`src/rtl/lzc_pipe.sv`:
```
// Pipelined leading/trailing zero/one counter with valid/ready flow control.
// Slot 0 captures the raw operand; slots 1..STAGES run the halving tree.
module lzc_pipe #(
  parameter int WIDTH  = 64,
  parameter int STAGES = 2,
  parameter int TAG_W  = 4
) (
  input  logic                   clk,
  input  logic                   rst_n,
  input  logic                   flush,
  input  logic                   in_valid,
  output logic                   in_ready,
  input  logic [WIDTH-1:0]       in_data,
  input  logic [1:0]             in_mode,
  input  logic [TAG_W-1:0]       in_tag,
  output logic                   out_valid,
  input  logic                   out_ready,
  output logic [$clog2(WIDTH):0] out_count,
  output logic                   out_zero,
  output logic [TAG_W-1:0]       out_tag
);

  localparam int LV = $clog2(WIDTH);
  localparam int CW = LV + 1;
  localparam int NS = STAGES + 1;

  // Tree level lvl is evaluated in front of register slot slotOf(lvl).
  function automatic int unsigned slotOf(input int unsigned lvl);
    return (lvl * STAGES) / LV + 1;
  endfunction

  logic             vQ   [NS];
  logic [WIDTH-1:0] xQ   [NS];
  logic [LV-1:0]    cQ   [NS];
  logic [TAG_W-1:0] tQ   [NS];
  logic [1:0]       modeQ;
  logic [NS:0]      rdy;
  logic [WIDTH-1:0] prepX;

  assign rdy[NS]  = out_ready;
  assign in_ready = rdy[0] && !flush;

  always_ff @(posedge clk or negedge rst_n) begin
    if (!rst_n) begin
      modeQ <= '0;
    end else if (in_ready && in_valid) begin
      modeQ <= in_mode;
    end
  end

  // Reduce every mode to a leading-zero count: invert for ones, reverse for trailing.
  always_comb begin : prep
    logic [WIDTH-1:0] inv;
    inv   = modeQ[0] ? ~xQ[0] : xQ[0];
    prepX = inv;
    if (modeQ[1]) begin
      for (int unsigned i = 0; i < WIDTH; i++) begin
        prepX[i] = inv[WIDTH-1-i];
      end
    end
  end

  for (genvar k = 0; k < NS; k++) begin : slot
    logic             vIn;
    logic [WIDTH-1:0] xIn;
    logic [WIDTH-1:0] xNext;
    logic [LV-1:0]    cIn;
    logic [LV-1:0]    cNext;
    logic [TAG_W-1:0] tIn;

    if (k == 0) begin : head
      assign vIn = in_valid;
      assign xIn = in_data;
      assign cIn = '0;
      assign tIn = in_tag;
    end else begin : body
      assign vIn = vQ[k-1];
      assign xIn = (k == 1) ? prepX : xQ[k-1];
      assign cIn = cQ[k-1];
      assign tIn = tQ[k-1];
    end

    assign rdy[k] = !vQ[k] || rdy[k+1];

    // Each level tests the upper half of the remaining window; an empty half
    // contributes its size to the count and is shifted out.
    always_comb begin
      logic [WIDTH-1:0] mask;
      xNext = xIn;
      cNext = cIn;
      mask  = '0;
      for (int unsigned l = 0; l < LV; l++) begin
        if (slotOf(l) == k) begin
          mask = ~({WIDTH{1'b1}} >> (WIDTH >> (l + 1)));
          if ((xNext & mask) == '0) begin
            cNext[LV-1-l] = 1'b1;
            xNext         = xNext << (WIDTH >> (l + 1));
          end
        end
      end
    end

    always_ff @(posedge clk or negedge rst_n) begin
      if (!rst_n) begin
        vQ[k] <= 1'b0;
        xQ[k] <= '1;
        cQ[k] <= '0;
        tQ[k] <= '0;
      end else if (flush) begin
        vQ[k] <= 1'b0;
      end else if (rdy[k]) begin
        vQ[k] <= vIn;
        if (vIn) begin
          xQ[k] <= xNext;
          cQ[k] <= cNext;
          tQ[k] <= tIn;
        end
      end
    end
  end

  // After the full tree the MSB is set exactly when a terminating bit exists;
  // the all-ones reset value of xQ makes the idle outputs read count=0, zero=0.
  assign out_valid = vQ[NS-1];
  assign out_zero  = !xQ[NS-1][WIDTH-1];
  assign out_count = out_zero ? CW'(WIDTH) : {1'b0, cQ[NS-1]};
  assign out_tag   = tQ[NS-1];

endmodule

```
`config.mk`:
```
export PLATFORM = sky130hd
export DESIGN_NAME = lzc_pipe
export DESIGN_NICKNAME = d
export VERILOG_FILES = /design/src/rtl/lzc_pipe.sv
export SDC_FILE = /design/constraint.sdc
export NUM_CORES = 1
export LEC_CHECK = 0
export ABC_AREA = 1
export CAP_MARGIN = 15
export CORE_MARGIN = 8
export CORE_UTILIZATION = 50
export CTS_CLUSTER_DIAMETER = 150
export CTS_CLUSTER_SIZE = 40
export DETAILED_ROUTE_END_ITERATION = 8
export MAX_ROUTING_LAYER = met4
export PLACE_DENSITY = 0.77
export SLEW_MARGIN = 20
export SYNTH_ARGS = -nofsm -noshare
export SYNTH_HDL_FRONTEND = slang
export SYNTH_SLANG_ARGS = --single-unit
export TNS_END_PERCENT = 50
```
`constraint.sdc`:
```
create_clock -name clk -period 2.8 [get_ports clk]
set_input_delay 0.7 -clock clk [delete_from_list [all_inputs] [get_ports clk]]
set_output_delay 0.7 -clock clk [all_outputs]
set_load 0.05 [all_outputs]
```
---- After elaboration in Yosys (flattened, before gate mapping) ----
Index checks and enable logic that the tools add are counted.
Widths: inputs -> output; s select.
storage, ports and cells
  output and inout bits ................... 14
  bits in registers ....................... 218
  bits of input ports ..................... 75
  logic and storage cells ................. 57
operators by class
  reduce and logical (&&, ||, !) cells .... 22
  mux-type cells .......................... 21
  bitwise operators ....................... 2
operators with widths
  kind               number
  $mux 64            8
  $logic_not 64->1   6
  $not 64->64        1
  $mux 1             12
  $reduce_and 3->1   3
  $mux 7             1
  $reduce_bool 2->1  3
  $logic_not 1->1    5
  $logic_or 1x1->1   3
  $logic_and 1x1->1  2
  $not 1->1          1

---- Logic depth before layout (Yosys ltp) ----
Gate-level depths: netlist of run 1.
  word-level depth ........................ 9
  mapped depth ............................ 24

---- Worst setup path after synthesis of run 1 ----
Ideal clock, no wire load.
  path kind ............................... reg2reg
  start point ............................. reg modeQ[0]
  end point ............................... reg xQ (netlist bit slot[2].xIn[58])
  period minus slack after synthesis ...... 2.597 ns
  slack ................................... 0.203 ns
  arrival ................................. 2.529 ns
  library setup time ...................... 0.068 ns
  buffers on the path ..................... 4
  cell stages (with the launch flop) ...... 24
  required time ........................... 2.732 ns
  path through ............................ dfrtp_1 > buf_6 > buf_6 > nand2_1 > nand2_1 > o21ai_0 > nand2_1 > nor2_1 > nand2_2 > nor2_4 > buf_6 > nand3_1 > nand2_1 > nor2_1 > nand2_2 > nor2_4 > nand2_8 > buf_6 > nand2_4 > nand2_4 > nand2_4 > nor2_8 > nand3_2 > a21oi_2
between the ends
  longest elaborated chain between the ends .. 8
ends and longest elaborated chain
  what                             RTL line  source
  from (decl)                      36        logic [1:0] modeQ;
  from (signal assigned)           47        modeQ <= in_mode;
  $mux 64 (*)                      54        inv = modeQ[0] ? ~xQ[0] : xQ[0];
  $mux 64 (*)                      56        if (modeQ[1]) begin
  $logic_not 64->1                 95        if ((xNext & mask) == '0) begin
  $mux 64 (*)                      95
  $logic_not 64->1                 95
  $mux 64 (*)                      95
  $logic_not 64->1                 95
  $mux 64 (*)                      95
  to (signal, indexed assignment)  114       xQ[k] <= xNext;
  to (decl)                        33        logic [WIDTH-1:0] xQ [NS];
Mark *: on every way between the ends. The rest lies on a longest branch, timed or not.
A chain may end at the register's enable or synchronous reset.

---- Worst setup path after layout of run 1 ----
  start point ............................. reg modeQ[0]
  end point ............................... reg xQ (netlist bit slot[2].xIn[60])
Same word-level chain as after synthesis.

==> flow_summary.yaml, run 1 <==
cells_and_area:
  diodes: 0
  fin_nets: 1127
  area_delta_synth_final_pct: 40.25
  drive_above_1_share: 0.2895
  seq_area_mm2: 0.002571
  instances_no_fill: 1229
  multi_input_area_mm2: 0.003515
  n_fill_cell: 976
  final_area_mm2: 0.008937
die:
  die_height_um: 128.9
  start_util: 0.5091
  core-area_mm2: 0.01252
  die-area_mm2: 0.01661
  placementRows: 41
  die_w_um: 128.9
  ioPinCount: 89
global_route:
  grt_pass1_wl_mm: 27.98
  antenna_found_initial: 0
  first_global_vias: 5961
  grt_overflow: 0
  grt_max_degree: 81
  grtUsageTotal: 0.2171
power:
  internal-power_w: 0.003325
  power_density_mw_per_mm2: 590.8
  p_clk_frac: 0.226
  leakagePower_nw: 4.259
  ir_drop_mv: 0.3974
  seqPwrFrac: 0.358
  combPwrFrac: 0.416
  p_sw_w: 0.001956
  swShare: 0.3704
detailed_routing:
  drtPass1Iterations: 7
  vias_per_cell: 5.230
  wl_per_cell_um: 14.92
  route.detailed.drc: 0
  met2_length_mm: 9.122
  first_iter_violations: 542
  met3_length_um: 903
  top_layer: "met4"
  met1Wirelength_mm: 7.790
  ant_nets: 0
  routed_wl_mm: 18.34
  num_vias: 6428
worst_setup_path:
  timing.rr.start: "modeQ[0]"
  crit_fanout: 9
  crit_start: "modeQ[0]"
  cpMaxStageDelayCell: "dfrtp_2"
  cp_data_arrival_time_ps: 3320
  endpoint: "slot[2].xIn[60]"
  start_kind: "register"
  reg2reg_slack_ps: -230
  reg2reg_to: "slot[2].xIn[60]"
  ff2ff_path_depth: 22
  worst-setup-path-type: "reg2reg"
  end_kind: "register"
  cpPeakStageDelay_ps: 550
  crit_path_cell_trace: "buf_12, buf_4, nand2_1, nand3_1, nand2_1, nand2_1, nor2_1, nand2_1, nor2_4, buf_12, nand3_2, nand2_1, nor2_1, nand2_2, nor2_4, buf_12, nand3_4, nand2_4, nand2_4, nor2_8, nand3_2, a21oi_2"
  cp.required_ps: 3090
  crit_path_frequent_cell: "nand2_1"
placement:
  numPortBuffers: 88
  hpwl_mm: 12.50
  dp.cells: 1192
  place.gp.congestion: 0.9496
  place_area_mm2: 0.007949
outcome:
  violations: "negative setup slack"
  status: "finished with violations"
cts:
  path_clk_slew_ps: 70
  cts_sinks: 99
  insertion_delay_ps: 360
  cts_buffer_depth: 2
  cts_tree: "built"
  clock-root-buffer: "clkbuf_16"
  cts_hold_buffers: 0
  ctsHtreeMaxLevel: 3
  cts_buffers: 9
synthesis:
  synth.avg_cell_area_um2: 7.080
  netlist_instances: 900
  ys_types: 35
  syn-cell-area_mm2: 0.006372
  synth_edf_count: 0
  ys_warn_count: 0
  synth-main-ff-cell: "dfstp_2"
  async_reset_ff_frac: 1.000
  syn_nets: 975
  ys_seq_elements: 99
  yosysSeqAreaShare: 0.4031
sta:
  grt_setup_unrepaired: "yes"
  finalSetupViolations: 9
  fin_ws_ps: -232.0
  finClkSkew_ps: 10.81
  slew_headroom: 0.5389
  fin_crit_ps: 3032
  slew_violations: 0
  max_freq_mhz: 329.8
  hold_viol: 0
  final.period_utilization: 1.083
  worst_pin_slew_ps: 685.3
min_path:
  min_path_type: "in2async"
job:
  max-cap-violations: 0
## power groups by stage
stage	clock, W	combinational [W]	sequential (W)
detailed placement	0	0.00185	0.00190
global placement	0	0.00183	0.00189
global route	0.00128	0.00237	0.00192
finish	0.00120	0.00219	0.00189
floorplan	0	0.00113	0.00191
CTS	0.00121	0.00194	0.00188
## cells in the mapped netlist (9+ instances only)
cell	n	area [um2]
clkbuf_1	18	67.56
a31oi_1	20	125.1
a21oi_1	82	410.4
mux2_2	9	101.4
nand3_2	9	90.09
nor2_1	108	405.4
nand2_1	267	1002
dfrtp_1	26	650.6
dfstp_2	73	1918
inv_1	85	319.1
buf_6	12	135.1
nand3_1	96	480.5
o21ai_0	11	55.05
## sequential cells by signal, indices dropped and copies added, names as in the netlist
signal / flops
out_valid: 1
modeQ: 2
cQ: 6
slot.tIn: 8
slot.vIn: 2
xQ: 65
out_tag: 4
slot.xIn: 8
slot.cIn: 3
## layout make-up
type / instances / share of cell area
tap: 172 / 0.02408
multi-input combinational: 667 / 0.3933
sequential: 99 / 0.2877
clock inverter: 7 / 0.006720
inverter: 88 / 0.03780
clock buffer: 9 / 0.02520
timing repair buffer: 187 / 0.2253
## worst max-delay path, delay by kind of cell (launching register included)
family / cells / cell delay, ps
and+or+nand+nor: 17 / 1650
buffers and inverters: 4 / 620
DFF: 1 / 550
AOI/OAI and AO/OA: 1 / 140
## metal layers
layer,up-vias,GRT usage
met2,218,0.3590
met1,2969,0.2640
met4,0,0.08155
met3,40,0.03144
li1,3201,-
met5,-,-
## cells in the final DEF, fill, tap and decap left out, types with 8 or more instances in the layout
master           count
inv_1               85
o21ai_0             10
nand3_2             21
dfstp_2             73
clkdlybuf4s50_1     86
buf_12              18
a21oi_1             81
a21oi_2              9
buf_4               68
nor2_1             103
or2_2                8
nand3_1             77
mux2_2               9
nand2_1            244
nand2_2             24
nand2_4             10
clkbuf_16           15
dfrtp_1             24
o21ai_2              8
a31oi_1             20
## how the worst min path moves through the flow
| stage | start | slack (ps) | to | cells after the start |
|---|---|---|---|---|
| floorplan | rst_n | 400 | cQ[0] | 0 |
| CTS | rst_n | 380 | modeQ[0] | 1 |
| detailed placement | slot[1].tIn[1] | 460 | slot[2].tIn[1] | 2 |
| global placement | slot[1].tIn[0] | 450 | slot[2].tIn[0] | 2 |
| global route | rst_n | 410 | modeQ[0] | 1 |
| finish | rst_n | 370 | modeQ[0] | 1 |
## timing repair
item	CTS	global route
gates resized for setup	22	69
gates cloned	4	9
hold endpoints to repair	0	0
setup endpoints to repair	9	10
buffers inserted	0	8
pin swaps	7	25
## stage by stage
stage | util | setup TNS (ps) | power [W] | setup slack, ps | hold slack, ps
final | 0.7140 | -1829 | 0.005280 | -232.0 | 365.2
after floorplan | - | 0 | 0.003045 | 202.9 | 404.4
after global routing | 0.7140 | -3296 | 0.005571 | -385.7 | 409.2
after detailed placement | 0.6350 | -1448 | 0.003750 | -171.4 | 459.8
after global placement | 0.6350 | -1067 | 0.003716 | -124.4 | 446.6
after CTS | 0.6696 | -896.1 | 0.005028 | -108.9 | 379.6
## cell families (layout without fill, tap and decap cells)
| family | after synthesis | in the layout | share of synthesized area |
|---|---|---|---|
| xor gates and xnor gates | 6 | 6 | 0.008247 |
| buffers and inverters | 136 | 291 | 0.09700 |
| muxes | 9 | 9 | 0.01590 |
| DFF | 99 | 99 | 0.4031 |
| AOI/OAI and AO/OA | 142 | 142 | 0.1261 |
| and+or+nand+nor | 508 | 510 | 0.3497 |
(Power assumes the default switching activity.)
==> run 2: changes to the inputs <==
- TNS_END_PERCENT: 50 -> 1
==> run 2 against run 1 <==
The flow still finishes with violations (negative setup slack); first-iteration DRC count fell by 27%; non-clock buffer count down 17; power fell by 4.7%; final cell count shrank 1.4%; maximum frequency grew 2.8%; critical path depth unchanged; flip-flop and latch count stayed put; clock-buffer cell count did not move; worst hold slack worse by 1.3 ps; die area stayed put; routed wire length down 7.8%; sequential power is essentially flat; critical path type unchanged.
==> flow_summary.yaml, run 2 (synthesis gave the netlist of run 1 again) <==
global_route:
  first_global_vias: 5954
  grt_pass1_wl_mm: 27.99
  grtUsageTotal: 0.2171
  grt_overflow: 0
  grt_max_degree: 81
  antenna_found_initial: 0
placement:
  place_area_mm2: 0.007949
  hpwl_mm: 12.50
  numPortBuffers: 88
  place.gp.congestion: 0.9496
worst_setup_path:
  cp_data_arrival_time_ps: 3250
  crit_path_frequent_cell: "nand2_1"
  end_kind: "register"
  start_kind: "register"
  worst-setup-path-type: "reg2reg"
  cpMaxStageDelayCell: "dfrtp_2"
  ff2ff_path_depth: 22
  cp_top_family: "simple AND/OR/NAND/NOR gates"
  cpPeakStageDelay_ps: 460
  cp.required_ps: 3100
  crit_path_cell_trace: "inv_6, buf_12, nand2_1, nand3_1, nand2_1, nand2_1, nor2_1, nand2_1, nor2_4, buf_12, nand3_1, nand2_1, nor2_1, nand2_2, nor2_4, buf_6, nand3_1, nand2_2, nand2_4, nor2_4, nand3_2, a21oi_2"
  crit_cells: 22
  critPathBufInv: 4
  crit_fanout: 17
cells_and_area:
  fin_nets: 1110
  seq_area_mm2: 0.002571
  area_delta_synth_final_pct: 32.12
  final_area_mm2: 0.008419
  final_common_cell: "nand2_1"
  largest_reg_flops: 65
  drive_above_1_share: 0.2404
  final_cell_mix: "nand2_1 (260), nor2_1 (105), nand3_1 (93)"
  post-route-util: 0.6726
  diodes: 0
  multi_input_area_mm2: 0.003291
  top_register: "xQ"
  n_fill_cell: 1113
cts:
  cts_sinks: 99
  cts_tree: "built"
  cts_buffer_depth: 2
  path_clk_slew_ps: 70
  ctsHtreeMaxLevel: 3
  clock-root-buffer: "clkbuf_16"
  cts_buffers: 9
  insertion_delay_ps: 360
detailed_routing:
  top_layer: "met4"
  met3_length_um: 675
  met2_length_mm: 8.449
  routed_wl_mm: 16.90
  wl_per_cell_um: 13.95
  vias_per_cell: 5.050
  drtPass1Iterations: 7
  num_vias: 6120
  first_iter_violations: 398
  ant_nets: 0
  met1Wirelength_mm: 7.379
  route.detailed.drc: 0
power:
  leakagePower_nw: 4.072
  ir_drop_mv: 0.3940
  power_density_mw_per_mm2: 597.7
die:
  placementRows: 41
  die_height_um: 128.9
  start_util: 0.5091
  ioPinCount: 89
  die_w_um: 128.9
  core-area_mm2: 0.01252
  die-area_mm2: 0.01661
sta:
  final.period_utilization: 1.054
  holdWs_ps: 363.9
  slew_violations: 0
  finClkSkew_ps: 9.909
  fin_crit_ps: 2951
  fin_ws_ps: -150.8
  grt_setup_unrepaired: "yes"
  slew_headroom: 0.5391
  worst_pin_slew_ps: 685.1
  max_freq_mhz: 338.9
  hold_viol: 0
  finalSetupViolations: 9
job:
  max-cap-violations: 0
outcome:
  violations: "negative setup slack"
  status: "finished with violations"
min_path:
  min_path_type: "in2async"
-- run 2: final timing paths --
| kind | from | to | slack [ps] |
|---|---|---|---|
| max | modeQ[0] | slot[2].xIn[57] | -150 |
| min | rst_n | modeQ[0] | 360 |
| max reg2reg | modeQ[0] | slot[2].xIn[57] | -150 |
| min reg2reg | slot[1].tIn[0] | slot[2].tIn[0] | 480 |
| max in group asynchronous | rst_n | slot[2].xIn[60] | 1720 |
| min in group clk | slot[1].tIn[0] | slot[2].tIn[0] | 480 |
-- run 2: per-stage QoR --
stage	std cells	total power, W	TNS (ps)	worst slack [ps]
global route	1212	0.005339	-2556	-308.6
floorplan	900	0.003045	0	202.9
detailed placement	1192	0.003750	-1448	-171.4
global placement	1192	0.003716	-1067	-124.4
finish	1212	0.005032	-1209	-150.8
CTS	1212	0.005028	-896.1	-108.9
-- run 2: power by group --
| part | leakage (nW) | switching (W) | internal [W] |
|---|---|---|---|
| Clock | 0.130 | 0.000573 | 0.000614 |
| Combinational | 2.84 | 0.00113 | 0.000835 |
| Sequential | 1.10 | 0.000128 | 0.00175 |
-- run 2: per-layer routing --
| layer | up-vias | track usage |
|---|---|---|
| met5 | - | - |
| met1 | 2780 | 0.2646 |
| met2 | 155 | 0.3584 |
| met3 | 29 | 0.03144 |
| li1 | 3156 | - |
| met4 | 0 | 0.08155 |
-- run 2: cell type report --
cell class              instances  area share
clock buffers                   9     0.02675
clock inverters                 7    0.007133
inverters                      88     0.03983
multi-input cells             667      0.3908
flip-flops and latches         99      0.3054
well taps                     172     0.02556
repair buffers                170      0.2045
-- run 2: timing repair --
| item | CTS | global route |
|---|---|---|
| pin swaps | 7 | 1 |
| endpoints found under the setup margin | 9 | 10 |
| hold buffers | 0 | 0 |
| buffers inserted | 0 | 0 |
| gates cloned | 4 | 0 |
| gates resized for setup | 22 | 12 |
